**config.mk**
```make
export PLATFORM = sky130hd
export DESIGN_NAME = enc16to4_pend
export DESIGN_NICKNAME = d
export VERILOG_FILES = /design/src/rtl/enc16to4_pend_pkg.sv /design/src/rtl/enc16to4_pend_prio_enc16.sv /design/src/rtl/enc16to4_pend.sv
export SDC_FILE = /design/constraint.sdc
export NUM_CORES = 1
export LEC_CHECK = 0
export CORE_ASPECT_RATIO = 0.75
export CORE_MARGIN = 5
export CORE_UTILIZATION = 47
export DETAILED_ROUTE_END_ITERATION = 8
export HOLD_SLACK_MARGIN = 0.05
export PLACE_DENSITY = 0.95
export SKIP_CTS_REPAIR_TIMING = 1
export SLEW_MARGIN = 20
export SYNTH_ARGS = -nofsm -noshare
export SYNTH_HDL_FRONTEND = slang
export SYNTH_HIERARCHICAL = 1
export SYNTH_SLANG_ARGS = --single-unit
```
**constraint.sdc**
```tcl
create_clock -name clk -period 5.91 [get_ports clk]
set_input_delay 1.182 -clock clk [delete_from_list [all_inputs] [get_ports clk]]
set_output_delay 1.182 -clock clk [all_outputs]
set_load 0.1 [all_outputs]
```
**src/rtl/enc16to4_pend_pkg.sv**
```systemverilog
// Shared definitions for the 16-to-4 pending encoder and the companion
// 4-to-16 one-hot decoder.
//   N_REQ / IDX_W : request width and encoded index width
//   state_t       : encoder FSM states
//   prio_sel      : priority pick over a request vector (LSB or MSB wins)
//   onehot        : decoder function, index -> one-hot vector
package enc16to4_pend_pkg;

  localparam int N_REQ = 16;
  localparam int IDX_W = 4;

  typedef enum logic {
    IDLE    = 1'b0,
    PRESENT = 1'b1
  } state_t;

  // Returns the winning index; 0 when vec is empty (caller checks for nonzero).
  function automatic logic [IDX_W-1:0] prio_sel(input logic [N_REQ-1:0] vec,
                                                input logic             lsb_first);
    logic [IDX_W-1:0] idx;
    idx = '0;
    if (lsb_first) begin
      // Walk downwards so the lowest set bit is the last one written.
      for (int i = N_REQ - 1; i >= 0; i--) begin
        if (vec[i]) idx = IDX_W'(i);
      end
    end else begin
      for (int i = 0; i < N_REQ; i++) begin
        if (vec[i]) idx = IDX_W'(i);
      end
    end
    return idx;
  endfunction

  function automatic logic [N_REQ-1:0] onehot(input logic [IDX_W-1:0] idx);
    logic [N_REQ-1:0] oh;
    oh      = '0;
    oh[idx] = 1'b1;
    return oh;
  endfunction

endpackage

```
**src/rtl/enc16to4_pend_prio_enc16.sv**
```systemverilog
// Combinational 16-input priority encoder.
//   vec : request vector
//   idx : index of the winning bit (LSB_FIRST selects lowest or highest)
//   any : vec is nonzero, idx is meaningful
module prio_enc16
  import enc16to4_pend_pkg::*;
#(
  parameter bit LSB_FIRST = 1'b1
) (
  input  logic [N_REQ-1:0] vec,
  output logic [IDX_W-1:0] idx,
  output logic             any
);

  assign idx = prio_sel(vec, LSB_FIRST);
  assign any = |vec;

endmodule

```
**src/rtl/enc16to4_pend.sv**
```systemverilog
// Pending-request encoder: collects request pulses into a pending vector and
// serves them one index per cycle over a valid/ready port.
//   clk, rst      : clock, synchronous active-high reset
//   clr           : synchronous flush of pending and output state
//   req           : request pulses, ORed into pending
//   out_valid     : out_idx holds a granted index
//   out_ready     : consumer accepts out_idx this cycle
//   out_idx       : encoded index of the granted request
//   pending       : pending vector, excluding the in-flight index
//   merge         : one-cycle pulse, a req hit an already-pending bit
//
// state   | meaning
// --------+-------------------------------------------------
// IDLE    | nothing on the output, out_valid = 0
// PRESENT | out_idx valid and held until accepted
module enc16to4_pend
  import enc16to4_pend_pkg::*;
#(
  parameter bit LSB_FIRST = 1'b1
) (
  input  logic             clk,
  input  logic             rst,
  input  logic             clr,
  input  logic [N_REQ-1:0] req,
  output logic             out_valid,
  input  logic             out_ready,
  output logic [IDX_W-1:0] out_idx,
  output logic [N_REQ-1:0] pending,
  output logic             merge
);

  state_t           state;
  logic [N_REQ-1:0] comb;
  logic [IDX_W-1:0] sel;
  logic             comb_any;

  // The in-flight index is not part of pending, so a fresh req for it lands
  // in pending as a re-arm rather than a merge.
  assign comb = pending | req;

  prio_enc16 #(.LSB_FIRST(LSB_FIRST)) u_prio (
    .vec (comb),
    .idx (sel),
    .any (comb_any)
  );

  always_ff @(posedge clk) begin
    if (rst || clr) begin
      state   <= IDLE;
      out_idx <= '0;
      pending <= '0;
      merge   <= 1'b0;
    end else begin
      merge <= |(req & pending);
      case (state)
        IDLE: begin
          if (comb_any) begin
            out_idx <= sel;
            pending <= comb & ~onehot(sel);
            state   <= PRESENT;
          end else begin
            pending <= '0;
          end
        end
        PRESENT: begin
          if (!out_ready) begin
            pending <= comb;
          end else if (comb_any) begin
            // Back-to-back: the next winner replaces the accepted index.
            out_idx <= sel;
            pending <= comb & ~onehot(sel);
          end else begin
            pending <= '0;
            state   <= IDLE;
          end
        end
        default: state <= IDLE;
      endcase
    end
  end

  assign out_valid = (state == PRESENT);

endmodule
```
* Yosys cells after proc, flatten, opt, wreduce, memory -nomap -nowiden
Cells that the tools add are included.
** Word-level totals
- Bits in registers :: 22
- Output and inout port bits :: 22
** Cells by class
- Equality and inequality tests :: 1
- $lt $le $gt $ge :: 2
- Bitwise operators :: 5
- Multiplexer cells :: 27
- Reductions and logical operators :: 4
** Operator list (number)
- 2-to-1 mux 4 bit :: 18
- AND 16 bit :: 2
- 2-to-1 mux 16 bit :: 2
- one-hot mux 16 bit (2 select lines) :: 1
- OR reduction 16 bit :: 2
- inverter 16 bit :: 1
- OR 16 bit :: 1
- one-hot mux 4 bit (2 select lines) :: 1
- < comparator 4 x 5 -> 1 bit (second input constant) :: 1
- demux 1 bit (select 4 bit) :: 1
- greater-or-equal comparator 4 x 1 -> 1 bit (second input constant) :: 1
- 2-to-1 mux 1 bit :: 3
- inequality test 2 bit (second input constant) :: 1
- one-hot mux 1 bit (2 select lines) :: 1
- logical AND 1 bit :: 1
- logical OR 1 bit :: 1
- inverter 1 bit :: 1

* Longest topological paths before layout
Gate-level depths: netlist of the first run.
- Depth in word-level cells :: 26
- Depth in mapped cells :: 9
- Mapped depth without buffers :: 9

* By module
Netlist of the first run, hierarchy kept.
** Modules (own cells, without submodules)
- enc16to4_pend :: cells an instance 108, seq. area each 440.4 sq um, times used 1, area an instance 968.4 sq um
- prio_enc16 :: cells an instance 34, seq. area each 0.0 sq um, times used 1, area an instance 176.4 sq um

* Worst setup path before layout of the first run
Ideal clock, no wire load.
- Path type :: input port to flip-flop
- Start :: input req[4]
- End :: register pending[3]
- Cell stages on the path :: 8
- Data arrival time :: 2.863 ns
- Path slack :: 2.931 ns
- Cell sequence :: or2_2 > nor4_2 > nand3_1 > or3_1 > o21bai_4 > clkinv_4 > buf_8 > and3_1
** On the way
- Elaborated cells on any way between the ends :: 17
- Classes of those cells :: 2 x order compare; 10 x mux; 3 x bitwise; 2 x reduce/logical
** RTL lines
- start: declaration :: line enc16to4_pend.sv:24 : input logic [N_REQ-1:0] req,
- OR 16 bit (*) :: line enc16to4_pend.sv:39 : assign comb = pending | req;
- OR reduction 16 bit (*) :: line enc16to4_pend_prio_enc16.sv:16 : assign any = |vec;
- via comb_any :: line enc16to4_pend.sv:35 : logic comb_any;
- 2-to-1 mux 16 bit (*) :: line enc16to4_pend.sv:57, enc16to4_pend.sv:68
- 2-to-1 mux 16 bit :: line enc16to4_pend.sv:66 : if (!out_ready) begin
- one-hot mux 16 bit (2 select lines) (*) :: line enc16to4_pend.sv:55 : case (state)
- end signal: assignment :: line enc16to4_pend.sv:59 : pending <= comb & ~onehot(sel);
- end signal: assignment :: line enc16to4_pend.sv:67 : pending <= comb;
- end signal: assignment :: line enc16to4_pend.sv:71 : pending <= comb & ~onehot(sel);
- end: declaration :: line enc16to4_pend.sv:28 : output logic [N_REQ-1:0] pending,
The timed path passes the listed nets; every way through them passes the cells marked *.
A chain may end at the register's enable or synchronous reset.

* Final worst setup path of the first run
- Start :: input req[4]
- End :: register pending[10]
** On the way
- Longest elaborated chain between the ends :: 15
- Elaborated cells on any way between the ends :: 17
- Classes of those cells :: 2 x order compare; 10 x mux; 3 x bitwise; 2 x reduce/logical
** RTL lines
- OR 16 bit (*) :: line enc16to4_pend.sv:39
- via comb[4] :: line enc16to4_pend.sv:33 : logic [N_REQ-1:0] comb;
- 2-to-1 mux 4 bit (*) (5 in series) :: line enc16to4_pend_pkg.sv:25 : if (vec[i]) idx = IDX_W'(i);
- via sel[3] :: line enc16to4_pend.sv:34 : logic [IDX_W-1:0] sel;
- < comparator 4 x 5 -> 1 bit (not written as such) or greater-or-equal comparator 4 x 1 -> 1 bit (tied branches) :: line enc16to4_pend_pkg.sv:38 : oh[idx] = 1'b1;
- logical AND 1 bit (not written as such) :: line enc16to4_pend_pkg.sv:38
- 2-to-1 mux 1 bit (not written as such) :: line enc16to4_pend_pkg.sv:38
- demux 1 bit (select 4 bit) (*) :: line enc16to4_pend_pkg.sv:38
- inverter 16 bit (*) :: line enc16to4_pend.sv:59, enc16to4_pend.sv:71
- AND 16 bit (*) :: line enc16to4_pend.sv:59, enc16to4_pend.sv:71
- 2-to-1 mux 16 bit (*) :: line enc16to4_pend.sv:57, enc16to4_pend.sv:68
- 2-to-1 mux 16 bit :: line enc16to4_pend.sv:66
- one-hot mux 16 bit (2 select lines) (*) :: line enc16to4_pend.sv:55
Marked as above.

==> run_results.csv, run 1 <==
group,metric,value,unit
yosys,async_flop_share,0,
global_route,grt_pass1_vias,1130,
die,start_util,0.4959,
routing,viasPerCell,5.598,
yosys,yosysTopAreaCellShare,0.3847,
die,core-area,0.002308,mm^2
yosys,yosysSeqAreaShare,0.3847,
layout,drive_gt1_frac,0.1351,
clocking,cts_buffers,3,
routing,drt_wl_total,3282,um
clocking,clk_path_buf_depth,2,
worst_setup_path,crit_path_cell_trace,"clkdlybuf4s50_1, or2_2, nor4_2, nand3_1, a31oi_1, nor2b_1, nand2_1, and3_2",
global_route,grt_usage,0.2014,
timing,fin_crit,3375,ps
routing,vias,1226,
worst_setup_path,worst-path-buf-inv,1,
yosys,synthMuxAreaShare,0,
worst_setup_path,start_kind,"input port",
timing,rsz0062_at_grt,"false",
yosys,yosys.cell_count.top_type,"dfxtp_1",
clocking,clock_latency,310,ps
worst_setup_path,path_delay_family,"simple AND/OR/NAND/NOR gates",
timing,worstMarginPinSlew,1002,ps
routing,first_iter_violations,92,
worst_setup_path,critical_path.startpoint,"req[4]",
yosys,netlist_top_cells_count,"22 x dfxtp_1, 20 x nand2_1, 13 x nor2_1",
worst_setup_path,crit_end,"pending[10]",
worst_setup_path,regToRegEndpoint,"pending[10]",
die,die_area,0.003533,mm^2
yosys,synth_top_flop_cell,"dfxtp_1",
timing,slew_violations,0,
yosys,synth_fa_ha_area_frac,0,
timing,max_freq,296.3,MHz
die,num_rows,15,
die,die_w,66.99,um
clocking,clk_pin_slew,130,ps
clocking,cts.htree.levels,1,
timing,relSlewSlack,0.3302,
clocking,cts_root_buf,"clkbuf_4",
power_and_ir_drop,p_leak,0.6449,nW
worst_setup_path,reg2reg_from,"pending[7]",
routing,ant_nets,0,
worst_setup_path,critPathKind,"input port to flip-flop",
job,cap_viol_max_count,0,
worst_setup_path,cp_num_cells,8,
routing,drc,0,
yosys,synth_compound_area_frac,0.1792,
worst_setup_path,r2r_slack,3460,ps
global_route,antenna_found_initial,0,
timing,setup_viol,0,
power_and_ir_drop,irDropWorstVdd,0.1627,mV
routing,wl_per_cell,14.99,um
hold_path,min_path_type,"flip-flop to flip-flop",
global_route,grt_pass1_wl,5347,um
worst_setup_path,worst-path-max-fanout,8,
yosys,syn_area_per_cell,8.062,um^2
timing,hold_viol_final,0,
yosys,syn_area,0.001145,mm^2
yosys,yosysUniqueCellTypes,34,
run_status,outcome,"completed",
worst_setup_path,reg2reg_depth,7,
yosys,syn_inst,142,
die,ios,42,
worst_setup_path,worstPathRequired,6140,ps
worst_setup_path,slowest_stage,"a31oi_1",
yosys,synth_seq_cells,22,
yosys,synth_simple_gate_area_share,0.3825,
placement,hpwlAfterDp,2671,um
layout,finalNetCount,206,
yosys,yosysWarningCount,6,
layout,fin_area,0.001608,mm^2
clocking,clock_sinks,22,
global_route,grt.overflow.total,0,
routing,drtPass1Iterations,4,
layout,area_growth,40.44,%
timing,setup_tns,0,ps
power_and_ir_drop,p_per_area,224.9,mW/mm^2
timing,period_share,0.5711,
placement,portBuffers,41,
layout,n_antenna_cell,0,
yosys,synth_edf_count,0,
timing,fin_worst_skew,13.99,ps
yosys,synthXorXnorAreaFrac,0,
yosys,synth_top_family_by_area,"simple AND/OR/NAND/NOR gates",
worst_setup_path,crit_arrival,3600,ps
yosys,yosysTopAreaCell,"dfxtp_1",
layout,fillerInstances,211,
worst_setup_path,critical_path.endpoint_type,"flip-flop",
die,die_h,52.74,um
placement,gp_routability_congestion,0.9255,
yosys,synth_nets,162,
clocking,cts_tree,"built",
worst_setup_path,cp_slowest_stage_delay,540,ps
yosys,synthTopCellsByArea,"dfxtp_1 38%, and3_1 6.6%, nand2_1 6.6%, or2_2 6.6%, nor2_1 4.3%",
placement,post_dp_cell_area,0.001572,mm^2
global_route,grt_max_degree,14,
-- cell families after synthesis --
kind of cell           Yosys count
AND/OR/NAND/NOR                 82
AO/OA/AOI/OAI                   28
flip-flops                      22
buffers and inverters           10
-- state kept, by name, indices dropped and copies added, names as in the netlist --
name	cells
merge	1
out_idx	4
out_valid	1
pending	16
-- cells in the final DEF, fill, tap and decap left out, types with 2 or more instances in the layout --
| master | count |
|---|---|
| a211oi_1 | 3 |
| a21oi_1 | 7 |
| a221oi_1 | 3 |
| a22o_1 | 3 |
| a22oi_1 | 2 |
| a31oi_1 | 3 |
| and3_1 | 12 |
| and3_2 | 3 |
| clkbuf_4 | 3 |
| clkdlybuf4s50_1 | 41 |
| dfxtp_1 | 22 |
| inv_1 | 7 |
| nand2_1 | 20 |
| nand3_1 | 9 |
| nor2_1 | 13 |
| nor2b_1 | 2 |
| nor3_1 | 2 |
| o21ai_0 | 2 |
| or2_2 | 12 |
-- tightest hold or removal path, delay by kind of cell, from the launching register on --
| kind | cells | cell delay [ps] |
|---|---|---|
| AOI/OAI and AO/OA | 1 | 60 |
| and+or+nand+nor | 1 | 50 |
| DFF | 1 | 330 |
-- worst min-delay path by stage --
stage | start | end | slack [ps] | depth (start not counted)
after floorplan | out_idx[0] | out_idx[0] | 880 | 2
final | out_idx[3] | out_idx[3] | 470 | 2
after global placement | out_idx[1] | out_idx[1] | 450 | 2
after global routing | out_idx[0] | out_idx[0] | 480 | 2
after detailed placement | out_idx[3] | out_idx[3] | 450 | 2
after CTS | out_idx[3] | out_idx[3] | 470 | 2
-- metrics by stage --
step / instances / power (W) / util / worst slack [ps] / hold WS, ps
floorplan: 142 / 0.0002464 / - / 2931 / 880.4
global placement: 215 / 0.0002803 / 0.6808 / 2318 / 445.7
detailed placement: 215 / 0.0002814 / 0.6808 / 2266 / 453.3
CTS: 219 / 0.0003640 / 0.6965 / 2606 / 469.6
global route: 219 / 0.0003800 / 0.6965 / 2369 / 484.4
finish: 219 / 0.0003616 / 0.6965 / 2535 / 468.7
-- report_power, final --
| part | total [W] | leakage (nW) | internal [W] | switching (W) |
|---|---|---|---|---|
| clock | 0.0000827 | 0.0210 | 0.0000377 | 0.0000451 |
| combinational | 0.000119 | 0.443 | 0.0000384 | 0.0000810 |
| sequential | 0.000159 | 0.181 | 0.000155 | 0.00000437 |
-- per-layer routing --
| layer | routed length [um] | part of all wire | global-route usage | vias to the layer above |
|---|---|---|---|---|
| met5 | 0 | 0 | 0 | - |
| met3 | 345 | 0.11 | 0.06223 | 7 |
| met1 | 1364 | 0.42 | 0.2561 | 569 |
| met4 | 36 | 0.011 | 0.03030 | 0 |
| met2 | 1536 | 0.47 | 0.3405 | 62 |
| li1 | - | - | - | 588 |
-- cell type report --
| cell class | instances | area (um^2) | area share |
|---|---|---|---|
| Clock buffer | 4 | 36.28 | 0.02257 |
| Inverter | 8 | 35.03 | 0.02179 |
| Multi-Input combinational cell | 110 | 643.1 | 0.4000 |
| Timing Repair Buffer | 41 | 410.4 | 0.2553 |
| Tap cell | 34 | 42.54 | 0.02646 |
| Sequential cell | 22 | 440.4 | 0.2739 |
(Power assumes the default switching activity.)
==> inputs of run 2 (changes only) <==
--- a/config.mk
+++ b/config.mk
@@ -7,10 +7,10 @@
 export LEC_CHECK = 0
 export CORE_ASPECT_RATIO = 0.75
 export CORE_MARGIN = 5
-export CORE_UTILIZATION = 47
+export CORE_UTILIZATION = 39
 export DETAILED_ROUTE_END_ITERATION = 8
 export HOLD_SLACK_MARGIN = 0.05
-export PLACE_DENSITY = 0.95
+export PLACE_DENSITY = 0.85
 export SKIP_CTS_REPAIR_TIMING = 1
 export SLEW_MARGIN = 20
 export SYNTH_ARGS = -nofsm -noshare
==> constraint.sdc (replaced) <==
create_clock -name clk -period 2.7 [get_ports clk]
set_input_delay 0.54 -clock clk [delete_from_list [all_inputs] [get_ports clk]]
set_output_delay 0.54 -clock clk [all_outputs]
set_load 0.1 [all_outputs]
==> run 2 against run 1 <==
Compared with the run above:
- clock power rose to 3.7 times the previous value
- combinational power grew 130%
- critical endpoint is now pending[8]
- highest routed layer unchanged
- via count rose by 2.7%
- global-route usage decreased by 4.4 points
- worst setup slack worse by 2300 ps
==> run_results.csv, run 2 (synthesized netlist as in run 1, its figures left out) <==
group,metric,value,unit
layout,final_cell_mix,"37 x buf_4, 22 x dfxtp_1, 20 x nand2_1",
power_and_ir_drop,p_leak,0.7740,nW
timing,fin_crit,2472,ps
timing,period_share,0.9155,
power_and_ir_drop,p_per_area,544.2,mW/mm^2
worst_setup_path,critPathKind,"input port to flip-flop",
die,die_h,56.92,um
worst_setup_path,regToRegEndpoint,"pending[8]",
worst_setup_path,critical_path.startpoint,"req[4]",
layout,fin_cells,238,
global_route,grt_pass1_wl,5209,um
worst_setup_path,crit_arrival,2640,ps
routing,drtPass1Iterations,4,
worst_setup_path,worstPathRequired,2870,ps
timing,slew_violations,0,
clocking,clk_path_buf_depth,2,
layout,reg.largest.list,"pending (16), out_idx (4)",
clocking,clk_pin_slew,80,ps
worst_setup_path,worst-path-max-fanout,13,
layout,final_util,0.5939,
timing,relSlewSlack,0.7649,
placement,portBuffers,41,
timing,fin_worst_skew,2.199,ps
run_status,outcome,"completed",
job,cap_viol_max_count,0,
worst_setup_path,start_kind,"input port",
layout,fillerInstances,266,
routing,ant_nets,0,
timing,rsz0062_at_grt,"false",
timing,worstMarginPinSlew,352.7,ps
global_route,antenna_found_initial,0,
power_and_ir_drop,p_sw,0.0002999,W
die,die_w,72.56,um
timing,hold_viol_final,0,
layout,drive_gt1_frac,0.3100,
routing,drt_wl_total,3146,um
routing,vias,1259,
layout,top_register,"pending",
hold_path,min_path_type,"flip-flop to flip-flop",
die,die_area,0.004130,mm^2
power_and_ir_drop,combPwrFrac,0.291,
worst_setup_path,crit_end,"pending[8]",
placement,gp_routability_congestion,0.8929,
global_route,grt_usage,0.1577,
worst_setup_path,critical_path.endpoint_type,"flip-flop",
die,core-area,0.002872,mm^2
global_route,grt_pass1_vias,1150,
placement,hpwlAfterDp,2519,um
clocking,cts_buffers,3,
die,num_rows,17,
power_and_ir_drop,p_clk_frac,0.334,
clocking,clock_sinks,22,
power_and_ir_drop,irDropWorstVdd,0.2994,mV
die,start_util,0.3987,
routing,first_iter_violations,65,
clocking,cts_tree,"built",
power_and_ir_drop,internal-power,0.0006282,W
timing,hold_slack,460.0,ps
layout,area_growth,48.96,%
worst_setup_path,reg2reg_depth,7,
timing,max_freq,404.5,MHz
global_route,grt.overflow.total,0,
timing,setup_ws,228.1,ps
worst_setup_path,cp_slowest_stage_delay,410,ps
layout,n_antenna_cell,0,
clocking,cts.htree.levels,1,
routing,wl_per_cell,13.22,um
die,ios,42,
layout,largest_register_ff_count,16,
clocking,cts_root_buf,"clkbuf_8",
timing,setup_viol,0,
worst_setup_path,slowest_stage,"clkdlybuf4s50_1",
clocking,clock_latency,270,ps
power_and_ir_drop,p_seq_frac,0.376,
layout,finalNetCount,221,
global_route,grt_max_degree,14,
placement,dp.cells,234,
placement,pre_cts_slack,-35.07,ps
power_and_ir_drop,p_sw_frac,0.3231,
worst_setup_path,r2r_slack,570,ps
worst_setup_path,crit_path_cell_trace,"clkdlybuf4s50_1, or2_2, nor4_2, nand3_1, or3_1, o21bai_4, clkinv_4, and3_2",
worst_setup_path,reg2reg_from,"pending[4]",
layout,final_common_cell,"buf_4",
power_and_ir_drop,total_power,0.0009281,W
routing,viasPerCell,5.290,
routing,drc,0,
run 2: cell types whose count changed in the layout (fill, tap and decap cells not counted):
cell | before | now
clkbuf_4 | 3 | 0
buf_4 | 0 | 37
bufinv_16 | 0 | 1
clkbuf_8 | 1 | 3
clkdlybuf4s50_1 | 41 | 19
run 2: how the worst min path moves through the flow:
stage / slack, ps / cells past startpoint / from / end
after global placement: 450 / 2 / out_idx[1] / out_idx[1]
after global routing: 480 / 2 / out_idx[1] / out_idx[1]
after CTS: 460 / 2 / out_idx[2] / out_idx[2]
after detailed placement: 450 / 2 / out_idx[2] / out_idx[2]
after floorplan: 740 / 2 / req[13] / pending[13]
final: 460 / 2 / out_idx[2] / out_idx[2]
run 2: power groups by stage:
| stage | Sequential [W] | Combinational [W] | Clock (W) |
|---|---|---|---|
| after floorplan | 0.000462 | 0.0000771 | 0 |
| after global placement | 0.000356 | 0.000267 | 0 |
| after detailed placement | 0.000356 | 0.000268 | 0 |
| after CTS | 0.000349 | 0.000269 | 0.000314 |
| after global routing | 0.000351 | 0.000286 | 0.000320 |
| final | 0.000349 | 0.000270 | 0.000310 |
run 2: final cells by class:
| type | instances | area, um^2 | share of cell area |
|---|---|---|---|
| Tap cell | 38 | 47.55 | 0.02788 |
| Clock buffer | 3 | 41.29 | 0.02421 |
| Clock inverter | 1 | 30.03 | 0.01761 |
| Sequential cell | 22 | 440.4 | 0.2583 |
| Timing Repair Buffer | 56 | 467.9 | 0.2744 |
| Inverter | 8 | 35.03 | 0.02054 |
| Multi-Input combinational cell | 110 | 643.1 | 0.3771 |
run 2: per-stage QoR:
stage	TNS [ps]	cell area [um^2]
after global placement	0	1634
after CTS	0	1705
after detailed placement	-77.27	1634
after global routing	0	1705
after floorplan	0	1145
final	0	1705
run 2: metal layers:
layer  wire [um]  track usage  up-vias
li1            -            -      622
met5           0            0        -
met3         272      0.04472        6
met4          45      0.04474        0
met1        1493       0.2228      577
met2        1335       0.2326       54
run 2: critical path, delay by kind of cell:
kind / cells / cell delay, ps
simple gates: 5 / 1360
buf+inv: 2 / 530
compound gates: 1 / 210
